$ cat config.mk
export PLATFORM = sky130hd
export DESIGN_NAME = cla_pipe_adder
export DESIGN_NICKNAME = d
export VERILOG_FILES = /design/src/rtl/cla_pipe_adder.sv
export SDC_FILE = /design/constraint.sdc
export NUM_CORES = 1
export LEC_CHECK = 0
export CAP_MARGIN = 20
export CORE_MARGIN = 3
export CORE_UTILIZATION = 59
export CTS_BUF_LIST = sky130_fd_sc_hd__clkbuf_8
export DETAILED_ROUTE_END_ITERATION = 6
export GPL_TIMING_DRIVEN = 0
export HOLD_SLACK_MARGIN = 0.03
export PLACE_DENSITY_LB_ADDON = 0.15
export SLEW_MARGIN = 10
export SYNTH_ARGS = -nofsm -noshare
export SYNTH_HDL_FRONTEND = slang
export SYNTH_SLANG_ARGS = --single-unit
$ cat constraint.sdc
create_clock -name clk -period 5.6 [get_ports clk]
set_input_delay 0.84 -clock clk [delete_from_list [all_inputs] [get_ports clk]]
set_output_delay 0.84 -clock clk [all_outputs]
set_load 0.05 [all_outputs]
$ cat src/rtl/cla_pipe_adder.sv
// Two-stage pipelined carry-lookahead adder/subtractor with valid/ready on both ends.
// Build option: define ADDER_FLAGS_EN to compute carry/overflow/zero; otherwise they are tied to 0.

`ifndef GROUPSIZE
`define GROUPSIZE 4
`endif

module cla_pipe_adder #(
  parameter int WIDTH     = 32,
  parameter int GROUPSIZE = `GROUPSIZE
) (
  input  logic             clk,
  input  logic             rst,
  input  logic             in_valid,
  output logic             in_ready,
  input  logic [WIDTH-1:0] a,
  input  logic [WIDTH-1:0] b,
  input  logic             sub,
  input  logic             cin,
  output logic             out_valid,
  input  logic             out_ready,
  output logic [WIDTH-1:0] result,
  output logic             carry,
  output logic             overflow,
  output logic             zero
);

  localparam int N = WIDTH / GROUPSIZE;

  if ((WIDTH % GROUPSIZE) != 0) begin : g_bad_width
    $error("cla_pipe_adder: WIDTH must be a multiple of GROUPSIZE");
  end
  if (!(GROUPSIZE == 1 || GROUPSIZE == 2 || GROUPSIZE == 4 || GROUPSIZE == 8)) begin : g_bad_group
    $error("cla_pipe_adder: GROUPSIZE must be 1, 2, 4 or 8");
  end

  // Handshake contract: a beat moves across a boundary on a rising edge where
  // valid & ready are both high; the sender holds data stable until then, and
  // rst blocks every transfer in the cycle it is high.
  logic s2_ready;
  logic accept;
  logic s1_fire;

  // Stage 1 registers
  logic                            s1_valid_q, s1_valid_d;
  logic [N-1:0][GROUPSIZE-1:0]     s1_sum0_q,  s1_sum0_d;
  logic [N-1:0][GROUPSIZE-1:0]     s1_sum1_q,  s1_sum1_d;
  logic [N-1:0]                    s1_g_q,     s1_g_d;
  logic [N-1:0]                    s1_p_q,     s1_p_d;
  logic                            s1_cin_q,   s1_cin_d;

  // Stage 2 (output) registers
  logic                            out_valid_q, out_valid_d;
  logic [WIDTH-1:0]                result_q,    result_d;

  // Operand prep and per-group lookahead terms
  logic [WIDTH-1:0]                b_eff;
  logic                            c_in;
  logic [WIDTH-1:0]                bit_g;
  logic [WIDTH-1:0]                bit_p;
  logic [N-1:0][GROUPSIZE-1:0]     grp_sum0;
  logic [N-1:0][GROUPSIZE-1:0]     grp_sum1;
  logic [N-1:0]                    grp_g;
  logic [N-1:0]                    grp_p;

  // Stage 2 carry resolution
  logic [N-1:0]                    grp_c;
  logic [WIDTH-1:0]                res_sum;

  assign s2_ready  = ~out_valid_q | out_ready;
  assign in_ready  = ~rst & (~s1_valid_q | s2_ready);
  assign accept    = in_valid & in_ready;
  assign s1_fire   = s1_valid_q & s2_ready;
  assign out_valid = out_valid_q & ~rst;
  assign result    = result_q;

  always_comb begin
    b_eff = sub ? ~b : b;
    c_in  = sub | cin;
    bit_g = a & b_eff;
    bit_p = a ^ b_eff;
  end

  // Each group ripples internally twice (carry-in 0 and 1) so stage 2 only selects.
  always_comb begin
    logic c0;
    logic c1;
    logic g_acc;
    logic p_acc;
    grp_sum0 = '0;
    grp_sum1 = '0;
    grp_g    = '0;
    grp_p    = '0;
    for (int k = 0; k < N; k++) begin
      c0    = 1'b0;
      c1    = 1'b1;
      g_acc = 1'b0;
      p_acc = 1'b1;
      for (int i = 0; i < GROUPSIZE; i++) begin
        grp_sum0[k][i] = bit_p[k*GROUPSIZE+i] ^ c0;
        grp_sum1[k][i] = bit_p[k*GROUPSIZE+i] ^ c1;
        c0    = bit_g[k*GROUPSIZE+i] | (bit_p[k*GROUPSIZE+i] & c0);
        c1    = bit_g[k*GROUPSIZE+i] | (bit_p[k*GROUPSIZE+i] & c1);
        g_acc = bit_g[k*GROUPSIZE+i] | (bit_p[k*GROUPSIZE+i] & g_acc);
        p_acc = p_acc & bit_p[k*GROUPSIZE+i];
      end
      grp_g[k] = g_acc;
      grp_p[k] = p_acc;
    end
  end

  always_comb begin
    s1_valid_d = s1_valid_q;
    s1_sum0_d  = s1_sum0_q;
    s1_sum1_d  = s1_sum1_q;
    s1_g_d     = s1_g_q;
    s1_p_d     = s1_p_q;
    s1_cin_d   = s1_cin_q;
    if (accept) begin
      s1_valid_d = 1'b1;
      s1_sum0_d  = grp_sum0;
      s1_sum1_d  = grp_sum1;
      s1_g_d     = grp_g;
      s1_p_d     = grp_p;
      s1_cin_d   = c_in;
    end else if (s1_fire) begin
      s1_valid_d = 1'b0;
    end
  end

  always_ff @(posedge clk) begin
    if (rst) begin
      s1_valid_q <= 1'b0;
      s1_sum0_q  <= '0;
      s1_sum1_q  <= '0;
      s1_g_q     <= '0;
      s1_p_q     <= '0;
      s1_cin_q   <= 1'b0;
    end else begin
      s1_valid_q <= s1_valid_d;
      s1_sum0_q  <= s1_sum0_d;
      s1_sum1_q  <= s1_sum1_d;
      s1_g_q     <= s1_g_d;
      s1_p_q     <= s1_p_d;
      s1_cin_q   <= s1_cin_d;
    end
  end

  // Inter-group carry chain over registered G/P, then per-group sum select.
  always_comb begin
    grp_c    = '0;
    grp_c[0] = s1_cin_q;
    for (int k = 0; k < N - 1; k++) begin
      grp_c[k+1] = s1_g_q[k] | (s1_p_q[k] & grp_c[k]);
    end
  end

  always_comb begin
    res_sum = '0;
    for (int k = 0; k < N; k++) begin
      res_sum[k*GROUPSIZE +: GROUPSIZE] = grp_c[k] ? s1_sum1_q[k] : s1_sum0_q[k];
    end
  end

  always_comb begin
    out_valid_d = out_valid_q;
    result_d    = result_q;
    if (s2_ready) begin
      out_valid_d = s1_valid_q;
    end
    if (s1_fire) begin
      result_d = res_sum;
    end
  end

  always_ff @(posedge clk) begin
    if (rst) begin
      out_valid_q <= 1'b0;
      result_q    <= '0;
    end else begin
      out_valid_q <= out_valid_d;
      result_q    <= result_d;
    end
  end

`ifdef ADDER_FLAGS_EN
  logic s1_a_msb_q, s1_a_msb_d;
  logic s1_b_msb_q, s1_b_msb_d;
  logic carry_q,    carry_d;
  logic ovf_q,      ovf_d;
  logic zero_q,     zero_d;
  logic cout;

  assign cout = s1_g_q[N-1] | (s1_p_q[N-1] & grp_c[N-1]);

  always_comb begin
    s1_a_msb_d = s1_a_msb_q;
    s1_b_msb_d = s1_b_msb_q;
    carry_d    = carry_q;
    ovf_d      = ovf_q;
    zero_d     = zero_q;
    if (accept) begin
      s1_a_msb_d = a[WIDTH-1];
      s1_b_msb_d = b_eff[WIDTH-1];
    end
    if (s1_fire) begin
      carry_d = cout;
      ovf_d   = (s1_a_msb_q == s1_b_msb_q) & (res_sum[WIDTH-1] != s1_a_msb_q);
      zero_d  = ~|res_sum;
    end
  end

  always_ff @(posedge clk) begin
    if (rst) begin
      s1_a_msb_q <= 1'b0;
      s1_b_msb_q <= 1'b0;
      carry_q    <= 1'b0;
      ovf_q      <= 1'b0;
      zero_q     <= 1'b0;
    end else begin
      s1_a_msb_q <= s1_a_msb_d;
      s1_b_msb_q <= s1_b_msb_d;
      carry_q    <= carry_d;
      ovf_q      <= ovf_d;
      zero_q     <= zero_d;
    end
  end

  assign carry    = carry_q;
  assign overflow = ovf_q;
  assign zero     = zero_q;
`else
  assign carry    = 1'b0;
  assign overflow = 1'b0;
  assign zero     = 1'b0;
`endif

endmodule

==> results.md <==
- Status: finished, final reports clean
- Ys async rst share: 0%
- Die width: 108 µm
- Setup Skew: 10.1 ps
- CTS-repair resized insts: 0
- Yosys warnings: 0
- Die span in y: 108 µm
- Avg WL per Cell: 17.5 µm
- Cells along the critical path: clkdlybuf4s50_1 > nor2b_1 > a21oi_1 > clkdlybuf4s50_1
- F_max: 0.313 GHz
- GR Util All Layers: 29.4%
- FF+latch count, synth: 113
- Core Area: 10000 µm²
- Worst-Margin Slew: 722 ps
- Worst Path Buf+Inv: 2
- Placed insts: 909
- Max Fanout on Critical Path: 3
- Hold Buf Count CTS: 0
- Hold WC Path Type: reg -> reg
- Final GP Congestion: 0.888
- Root buffer cell: clkbuf_8
- Prevailing post-synth register cell: dfxtp_1
- PD cells: 284 nW/µm²
- Postcts setup bufs: 0
- Setup TNS: 0 ps
- Hpwl dp: 12.1 mm
- H-tree levels: 4
- Synthesis-to-layout area growth: 25.3%
- CTS tree: done
- Unrepaired setup endpoints after global routing: no
- Iteration-0 DRC count of the detailed router: 388
- Sequential share of the synthesized area: 36.5%
- Leak: 0.00329 µW
- Core Rows: 36
- Setup CP Type: in -> out
- Endpoints failing setup: 0
- CTS Buffer Depth: 2
- VDD IR max: 179 µV
- Pin count of the biggest net entering global routing: 17
- M1 WL: 6.50 mm
- Final Hold Vio Count: 0
- Area of the die: 11,800 µm²
- CP peak stage delay: 820 ps
- Post-synth EDFFs: 0
- Syn Std Cell Area: 6190 µm²
- Starting density of the core: 61.9%
- Vias/cell: 5.45
- Nature of the critical path startpoint: input pin
- Vias in the first global route: 5,296
- Slew Viols, Final: 0
- Drt first pass iters: 5
- Slew Limit Headroom: 51.9%
- Wire length on met3: 1.18 mm
- Top layer in use: met4
- IO Pins: 107
- DRT antenna net count: 0
- Total power draw: 2200 µW
- Crit path DAT: 2360 ps
- Post-layout minimum cycle time: 3200 ps
- Clk sinks: 113
- CP max-delay cell: clkdlybuf4s50_1
- Cell variety after synth: 37
- Antenna violations before repair: 0
- Share of cells above drive strength 1: 6.44%
- CP top delay family: buffers and inverters
- Cells after Synth: 673
- Buffers added on ports: 101
- Syn Area/Cell: 9.20 µm²
- Final worst-path cycle share: 57.1%
- Routed vias: 5,126
- CTS buffer count: 17
- Setup crit end kind: primary output
- Clk_lat worst skew: 440 ps
- Final #Nets: 941
- Wire length of the first global-routing pass: 25.9 mm
- Most used cell, CP: clkdlybuf4s50_1
- Required time of the critical path: 4760 ps
- Clock-pin slew on the worst setup and hold paths: 80 ps
- WL final: 16.4 mm
- Met2 wire len: 8.29 mm
- Finished Core Util: 77.6%
- Drt drc: 0
- Max_cap viols: 0
- GR Overflow Total: 0
- Final Non-Filler Cells: 941
- N_diodes: 0
-- worst min-delay path: stages (launching register included) --
cell,delay (ps)
dfxtp_1,310
nand2_1,50
a21oi_1,50
-- layout make-up --
cell class | instances | area (µm²)
buffer | 44 | 195
clock buffer | 18 | 248
clock inverter | 14 | 133
fill | 728 | 2240
inverter | 65 | 244
multi-input combinational | 453 | 3500
sequential | 113 | 2260
tap | 133 | 166
timing repair buffer | 101 | 1010
-- Yosys cell counts (2+ instances only) --
library cell	n	share of area [%]
nand3_1	13	1.1
buf_2	9	0.73
buf_1	8	0.48
nor3_1	3	0.24
clkbuf_1	23	1.4
o21a_1	2	0.24
mux2i_1	28	4.5
and3_1	2	0.20
a311oi_1	4	0.57
xnor2_1	4	0.57
a21oi_1	20	1.6
a21o_1	3	0.36
buf_4	3	0.36
xor2_1	38	5.4
dfxtp_1	113	37
o211a_1	2	0.32
fa_1	39	13
a211oi_1	51	6.2
inv_1	65	3.9
o21ai_0	37	3.0
nor2b_1	3	0.30
ha_1	37	7.5
nand4_1	3	0.30
nand2_1	79	4.8
nor2_1	67	4.1
and4_1	5	0.71
o21ai_2	2	0.28
-- where the power goes --
group | internal, µW | switching (µW) | leakage [µW] | total, µW
Sequential | 877 | 42.9 | 0.000931 | 920
Combinational | 226 | 327 | 0.00217 | 553
Clock | 367 | 365 | 0.000186 | 732
Total | 1470 | 735 | 0.00329 | 2200
-- per-layer routing --
metal | vias to the layer above | track usage (%)
li1 | 2436 | -
met3 | 36 | 4.54
met2 | 205 | 52.1
met4 | 0 | 11.6
met1 | 2449 | 35.6
met5 | - | 0
-- worst paths after layout --
kind	from	to	slack (ps)	cells past startpoint
min	s1_sum0_q[0]$_SDFFE_PP0P_	s1_sum0_q[0]$_SDFFE_PP0P_	460	2
max	out_ready	in_ready	2400	4
min reg2reg	s1_sum0_q[0]$_SDFFE_PP0P_	s1_sum0_q[0]$_SDFFE_PP0P_	460	2
max reg2reg	s1_valid_q$_SDFFE_PP0P_	s1_sum1_q[10]$_SDFFE_PP0P_	3750	6
-- through the flow --
stage	hold slack (ps)	cell area [µm²]	worst slack [ps]
floorplan	435	6200	2580
global placement	441	7380	2220
detailed placement	450	7380	2140
CTS	459	7760	2400
global route	484	7760	2330
finish	461	7760	2400
-- cells in the final DEF, fill, tap and decap left out, types with 8 or more instances in the layout --
| cell | count |
|---|---|
| fa_1 | 39 |
| nand3_1 | 13 |
| xor2_1 | 38 |
| inv_1 | 65 |
| buf_1 | 8 |
| clkdlybuf4s50_1 | 101 |
| clkbuf_8 | 18 |
| buf_2 | 9 |
| a21oi_1 | 20 |
| nor2_1 | 67 |
| clkbuf_1 | 23 |
| a211oi_1 | 51 |
| o21ai_0 | 37 |
| ha_1 | 37 |
| mux2i_1 | 28 |
| dfxtp_1 | 113 |
| nand2_1 | 79 |
-- flip-flops by register name, indices dropped and copies added (netlist names) --
signal,flops
result,32
s1_sum0_q,32
s1_sum1_q,32
s1_g_q,7
s1_p_q,7
out_valid_q,1
s1_cin_q,1
s1_valid_q,1
-- logic make-up (layout without fill, tap and decap cells) --
group                    after synthesis  after routing  share of synthesized area [%]
adder cells (fa/ha/maj)               76             76                           20.1
AND/OR/NAND/NOR                      176            176                           11.8
buffers and inverters                109            242                           7.09
AO/OA/AOI/OAI                        128            128                           14.0
multiplexers                          28             28                           4.53
XOR/XNOR                              42             42                           5.94
other                                  1              3                         0.0605
flip-flops                           113            113                           36.5
No activity file was read; power rests on OpenSTA's default activity.
